===== src/rtl/signed_frac_div.sv =====
// Iterative radix-2 restoring divider, signed Q1.(WIDTH-1); SIGNED_FRAC_DIV_ROUND_EN adds a guard bit and rounds half away from zero.
// Latency: out_valid pulses WIDTH edges after the start edge, or WIDTH+1 edges with SIGNED_FRAC_DIV_ROUND_EN.
// Backpressure: start is ignored while busy; no queueing; start in the out_valid cycle is accepted.
module signed_frac_div #(
    parameter int WIDTH = 8
) (
    input  logic             clk,
    input  logic             rst_n,
    input  logic             start,
    input  logic [WIDTH-1:0] a,
    input  logic [WIDTH-1:0] b,
    output logic             busy,
    output logic             out_valid,
    output logic [WIDTH-1:0] out,
    output logic             ovf,
    output logic             div0
);
    localparam int F = WIDTH - 1;
`ifdef SIGNED_FRAC_DIV_ROUND_EN
    localparam int QW = WIDTH;
`else
    localparam int QW = F;
`endif
    localparam int CW = $clog2(QW + 1);
    localparam logic [WIDTH-1:0] POS_MAX = {1'b0, {F{1'b1}}};
    localparam logic [WIDTH-1:0] NEG_MIN = {1'b1, {F{1'b0}}};

    typedef enum logic [1:0] {IDLE, CALC, FIN} state_t;

    state_t           state_q;
    logic [CW-1:0]    cnt_q;
    logic [WIDTH:0]   r_q;
    logic [QW-1:0]    q_q;
    logic [WIDTH-1:0] mag_b_q;
    logic             neg_q;
    logic             div0_pend_q;
    logic             ovf_pend_q;
    logic             full_q;
    logic             busy_q;
    logic             out_valid_q;
    logic [WIDTH-1:0] out_q;
    logic             ovf_q;
    logic             div0_q;

    logic [WIDTH-1:0] mag_a, mag_b, mag_res;
    logic [WIDTH+1:0] r_sh;
    logic             ge;
    logic             at_limit;
    logic [WIDTH-1:0] out_d;
    logic             ovf_d;
    logic             div0_d;

    assign mag_a = a[WIDTH-1] ? -a : a;
    assign mag_b = b[WIDTH-1] ? -b : b;
    assign r_sh  = {r_q, 1'b0};
    assign ge    = r_sh >= {2'b00, mag_b_q};

    always_comb begin
`ifdef SIGNED_FRAC_DIV_ROUND_EN
        // (q_ext + 1) >> 1 without a wider adder
        mag_res = {1'b0, q_q[QW-1:1]} + {{F{1'b0}}, q_q[0]};
`else
        mag_res = {1'b0, q_q};
`endif
        // |a| == |b| or a rounded-up quotient both give magnitude 2^F
        at_limit = full_q || (mag_res == NEG_MIN);
        out_d    = '0;
        ovf_d    = 1'b0;
        div0_d   = 1'b0;
        if (div0_pend_q) begin
            div0_d = 1'b1;
            out_d  = neg_q ? NEG_MIN : POS_MAX;
        end else if (ovf_pend_q) begin
            ovf_d = 1'b1;
            out_d = neg_q ? NEG_MIN : POS_MAX;
        end else if (at_limit) begin
            ovf_d = ~neg_q;
            out_d = neg_q ? NEG_MIN : POS_MAX;
        end else begin
            out_d = neg_q ? -mag_res : mag_res;
        end
    end

    always_ff @(posedge clk or negedge rst_n) begin
        if (!rst_n) begin
            state_q     <= IDLE;
            cnt_q       <= '0;
            r_q         <= '0;
            q_q         <= '0;
            mag_b_q     <= '0;
            neg_q       <= 1'b0;
            div0_pend_q <= 1'b0;
            ovf_pend_q  <= 1'b0;
            full_q      <= 1'b0;
            busy_q      <= 1'b0;
            out_valid_q <= 1'b0;
            out_q       <= '0;
            ovf_q       <= 1'b0;
            div0_q      <= 1'b0;
        end else begin
            out_valid_q <= 1'b0;
            case (state_q)
                IDLE: begin
                    if (start) begin
                        mag_b_q     <= mag_b;
                        r_q         <= {1'b0, mag_a};
                        q_q         <= '0;
                        neg_q       <= a[WIDTH-1] ^ b[WIDTH-1];
                        div0_pend_q <= (b == '0);
                        ovf_pend_q  <= (b != '0) && (mag_a > mag_b);
                        full_q      <= (b != '0) && (mag_a == mag_b);
                        cnt_q       <= CW'(QW - 1);
                        busy_q      <= 1'b1;
                        state_q     <= CALC;
                    end
                end
                CALC: begin
                    r_q <= ge ? (WIDTH+1)'(r_sh - {2'b00, mag_b_q}) : (WIDTH+1)'(r_sh);
                    q_q <= {q_q[QW-2:0], ge};
                    if (cnt_q == '0) state_q <= FIN;
                    else             cnt_q   <= cnt_q - 1'b1;
                end
                FIN: begin
                    out_q       <= out_d;
                    ovf_q       <= ovf_d;
                    div0_q      <= div0_d;
                    out_valid_q <= 1'b1;
                    busy_q      <= 1'b0;
                    state_q     <= IDLE;
                end
                default: state_q <= IDLE;
            endcase
        end
    end

    assign busy      = busy_q;
    assign out_valid = out_valid_q;
    assign out       = out_q;
    assign ovf       = ovf_q;
    assign div0      = div0_q;
endmodule


===== config.mk =====
export PLATFORM = sky130hd
export DESIGN_NAME = signed_frac_div
export DESIGN_NICKNAME = d
export VERILOG_FILES = /design/src/rtl/signed_frac_div.sv
export SDC_FILE = /design/constraint.sdc
export NUM_CORES = 1
export LEC_CHECK = 0
export ABC_CLOCK_PERIOD_IN_PS = 2750
export BUFFER_PORTS_ARGS = -buffer_cell sky130_fd_sc_hd__buf_2
export CORE_MARGIN = 3
export CORE_UTILIZATION = 43
export CTS_CLUSTER_DIAMETER = 30
export DETAILED_ROUTE_END_ITERATION = 10
export GPL_ROUTABILITY_DRIVEN = 0
export SETUP_SLACK_MARGIN = 0.3
export SLEW_MARGIN = 20
export SYNTH_ARGS = -nofsm -noshare
export SYNTH_HDL_FRONTEND = slang
export SYNTH_SLANG_ARGS = --single-unit

===== constraint.sdc =====
create_clock -name clk -period 2.75 [get_ports clk]
set_input_delay 0.55 -clock clk [delete_from_list [all_inputs] [get_ports clk]]
set_output_delay 0.55 -clock clk [all_outputs]
set_load 0.01 [all_outputs]

==> run_results.csv <==
group,metric,value,unit
hold_path,hp-class,"input pin to async pin",
synthesis,synth-main-ff-cell,"dfrtp_1",
route,postRouteAntennaNets,0,
sta,max_freq,455,MHz
placed_design,dp_hpwl,4700,microns
cells_and_area,final_util,51.5,%
global_route,grt_overflow,0,
clock_network,insertion_delay,300,ps
clock_network,numCtsBuffers,5,
worst_setup_path,cp-end-kind,"flop",
synthesis,synthTopCellsByArea,"dfrtp_1 (40%), ha_1 (9.3%), nand2_1 (5.5%), o21ai_0 (4.3%), a21oi_1 (3.6%)",
worst_setup_path,rr_startpoint,"r_q[0]$_DFFE_PN0P_",
global_route,antenna_found_initial,0,
sta,fin_hold_ws,154,ps
synthesis,synth_top_area_share,40.0,%
route,via_per_inst,5.45,
floorplanning,rows,28,
clock_network,cts_tree,"built",
worst_setup_path,worstRegToRegCells,9,
clock_network,cts.sinks,45,
synthesis,synth_edf_count,0,
sta,fin_ws,551,ps
cells_and_area,syn_to_final_growth,12.0,%
synthesis,synth_area,2820,sq um
global_route,grt_pass1_wl,10700,microns
global_route,grt_start_max_net_pins,30,
global_route,grt_pass1_vias,2267,
synthesis,ys_warn_count,0,
global_route,track_usage,17.4,%
synthesis,yosysTopAreaCell,"dfrtp_1",
worst_setup_path,path_class,"flop to flop",
worst_setup_path,crit_arrival,2410,ps
clock_network,cts_root_buffer,"clkbuf_8",
synthesis,yosys.cell_count.top_type,"dfrtp_1",
worst_setup_path,rrSetupSlack,550,ps
power_and_ir_drop,p_total,3.59,mW
sta,setup-tns-final,0,ps
worst_setup_path,cp-start-kind,"flop",
clock_network,cts-htree-levels,2,
worst_setup_path,crit_fanout,11,
worst_setup_path,reg2reg_to,"r_q[5]$_DFFE_PN0P_",
route,vias,2285,
route,drc,0,
power_and_ir_drop,p_per_area,1140,nW/um^2
floorplanning,die-area,7560,sq um
placed_design,port_buffers,30,
cells_and_area,num-nets-final,385,
sta,setup_viol,0,
cells_and_area,drive_gt1_share,14.8,%
worst_setup_path,worst_ep_required_time,2960,ps
sta,rsz0062_at_grt,"false",
synthesis,postSynth.asyncResetShare,100,%
floorplanning,die_y,87.0,microns
outcome,status,"completed",
floorplanning,coreArea,6130,sq um
floorplanning,initial_utilization,46.0,%
clock_network,clockBufferDepth,2,
job,maxCapViolations,0,
sta,layout_worst_path_cycle_share,80.0,%
floorplanning,ios,31,
sta,skew,10.7,ps
synthesis,ys_top_cells_by_count,"dfrtp_1 (45), nand2_1 (41), inv_1 (25)",
sta,fin_crit,2200,ps
synthesis,syn_area_per_cell,8.95,sq um
cells_and_area,antenna_cells,0,
synthesis,ys_seq_area_share,40.0,%
sta,worstMarginPinSlew,744,ps
sta,final_max_slew_viol_count,0,
cells_and_area,fill_cells,615,
route,first_pass_iters,4,
route,routed_wl,5880,microns
route,drt_iter0_markers,103,
synthesis,syn_inst,315,
synthesis,syn_nets,356,
route,wire_per_inst,14.0,microns
clock_network,clk_pin_slew,90,ps
sta,slew_headroom,50.3,%
synthesis,ys_types,48,
floorplanning,die_w,87.0,microns
sta,hold_violations,0,
placed_design,dp_worst_setup_slack,188,ps
synthesis,yosys_register_bits,45,
power_and_ir_drop,cellLeakagePower,1.49,nW
power_and_ir_drop,peakVddDrop,0.518,mV
-- power by group --
group | switching (mW) | internal (mW)
Combinational | 1.06 | 0.862
Clock | 0.225 | 0.269
Sequential | 0.223 | 0.951
-- per-layer routing --
layer | up-vias | global-route usage (%) | part of all wire, %
met5 | - | 0 | 0
met4 | 0 | 4.39 | 1.1
met3 | 6 | 3.12 | 3.5
met2 | 44 | 27.8 | 46
met1 | 1071 | 24.5 | 49
li1 | 1164 | - | -
-- cells by family after synthesis --
kind of cell,after synthesis,synth area share (%)
adder cells (fa/ha/maj),22,10.0
AO/OA/AOI/OAI,97,22.0
multiplexers,8,2.89
XOR/XNOR,16,4.97
flip-flops,45,40.0
buffers and inverters,39,5.51
AND/OR/NAND/NOR,88,14.6
-- worst max-delay path by stage --
stage	from	end	cells past startpoint
finish	r_q[0]$_DFFE_PN0P_	r_q[5]$_DFFE_PN0P_	9
global route	a[0]	ovf_pend_q$_DFFE_PN0P_	13
CTS	b[3]	ovf_pend_q$_DFFE_PN0P_	11
detailed placement	b[3]	ovf_pend_q$_DFFE_PN0P_	11
global placement	b[3]	ovf_pend_q$_DFFE_PN0P_	11
floorplan	b[3]	ovf_pend_q$_DFFE_PN0P_	10
-- registers in the layout, summed over array words and instances (netlist names), 2 cells and up --
| register | cells |
|---|---|
| out | 8 |
| cnt_q | 3 |
| q_q | 7 |
| mag_b_q | 8 |
| state_q | 2 |
| r_q | 9 |
-- critical path, stage by stage, from the launching register on --
cell and delay (ps):
dfrtp_1 350, inv_1 80, fa_1 450, and2b_1 230, nor2_1 50, o21ai_2 190, a211oi_2 90, buf_4 200
a311o_2 320, a31oi_1 160
-- layout make-up --
| type | instances | area (sq um) | share of cell area (%) |
|---|---|---|---|
| clock buffer | 5 | 68.8 | 2.18 |
| multi-input combinational | 231 | 1540 | 48.9 |
| sequential | 45 | 1130 | 35.7 |
| timing repair buffer | 35 | 188 | 5.95 |
| inverter | 26 | 97.6 | 3.09 |
| tap | 75 | 93.8 | 2.97 |
| clock inverter | 2 | 38.8 | 1.23 |
-- what timing repair did --
action                                  CTS  global route
hold buffers                              0             0
endpoints found under the setup margin    0             1
setup buffers                             0             0
gates resized for setup                   0             1
-- stage by stage --
stage	instances	instance area, sq um
after floorplan	315	2820
after global routing	419	3160
after CTS	419	3150
after detailed placement	412	3040
after global placement	412	3040
final	419	3160
-- cell usage in the layout (no fill, tap or decap), types with 2 or more instances in the layout --
master / instances
o21a_1: 4
nand3_1: 2
a31oi_1: 3
a21oi_1: 20
ha_1: 21
nor2b_1: 3
a21o_1: 3
or3_1: 4
a22o_1: 7
a22oi_1: 4
xor2_1: 6
a21boi_0: 3
and2_1: 3
nand2_1: 41
inv_1: 25
buf_2: 30
buf_4: 5
o21ai_1: 7
nor3_1: 6
nand4_1: 2
o31ai_1: 6
mux2i_1: 7
dfrtp_1: 45
o22ai_1: 8
o21ai_0: 24
clkbuf_8: 5
xnor2_1: 10
nand2b_1: 3
nor2_1: 16
(Power assumes the default switching activity.)
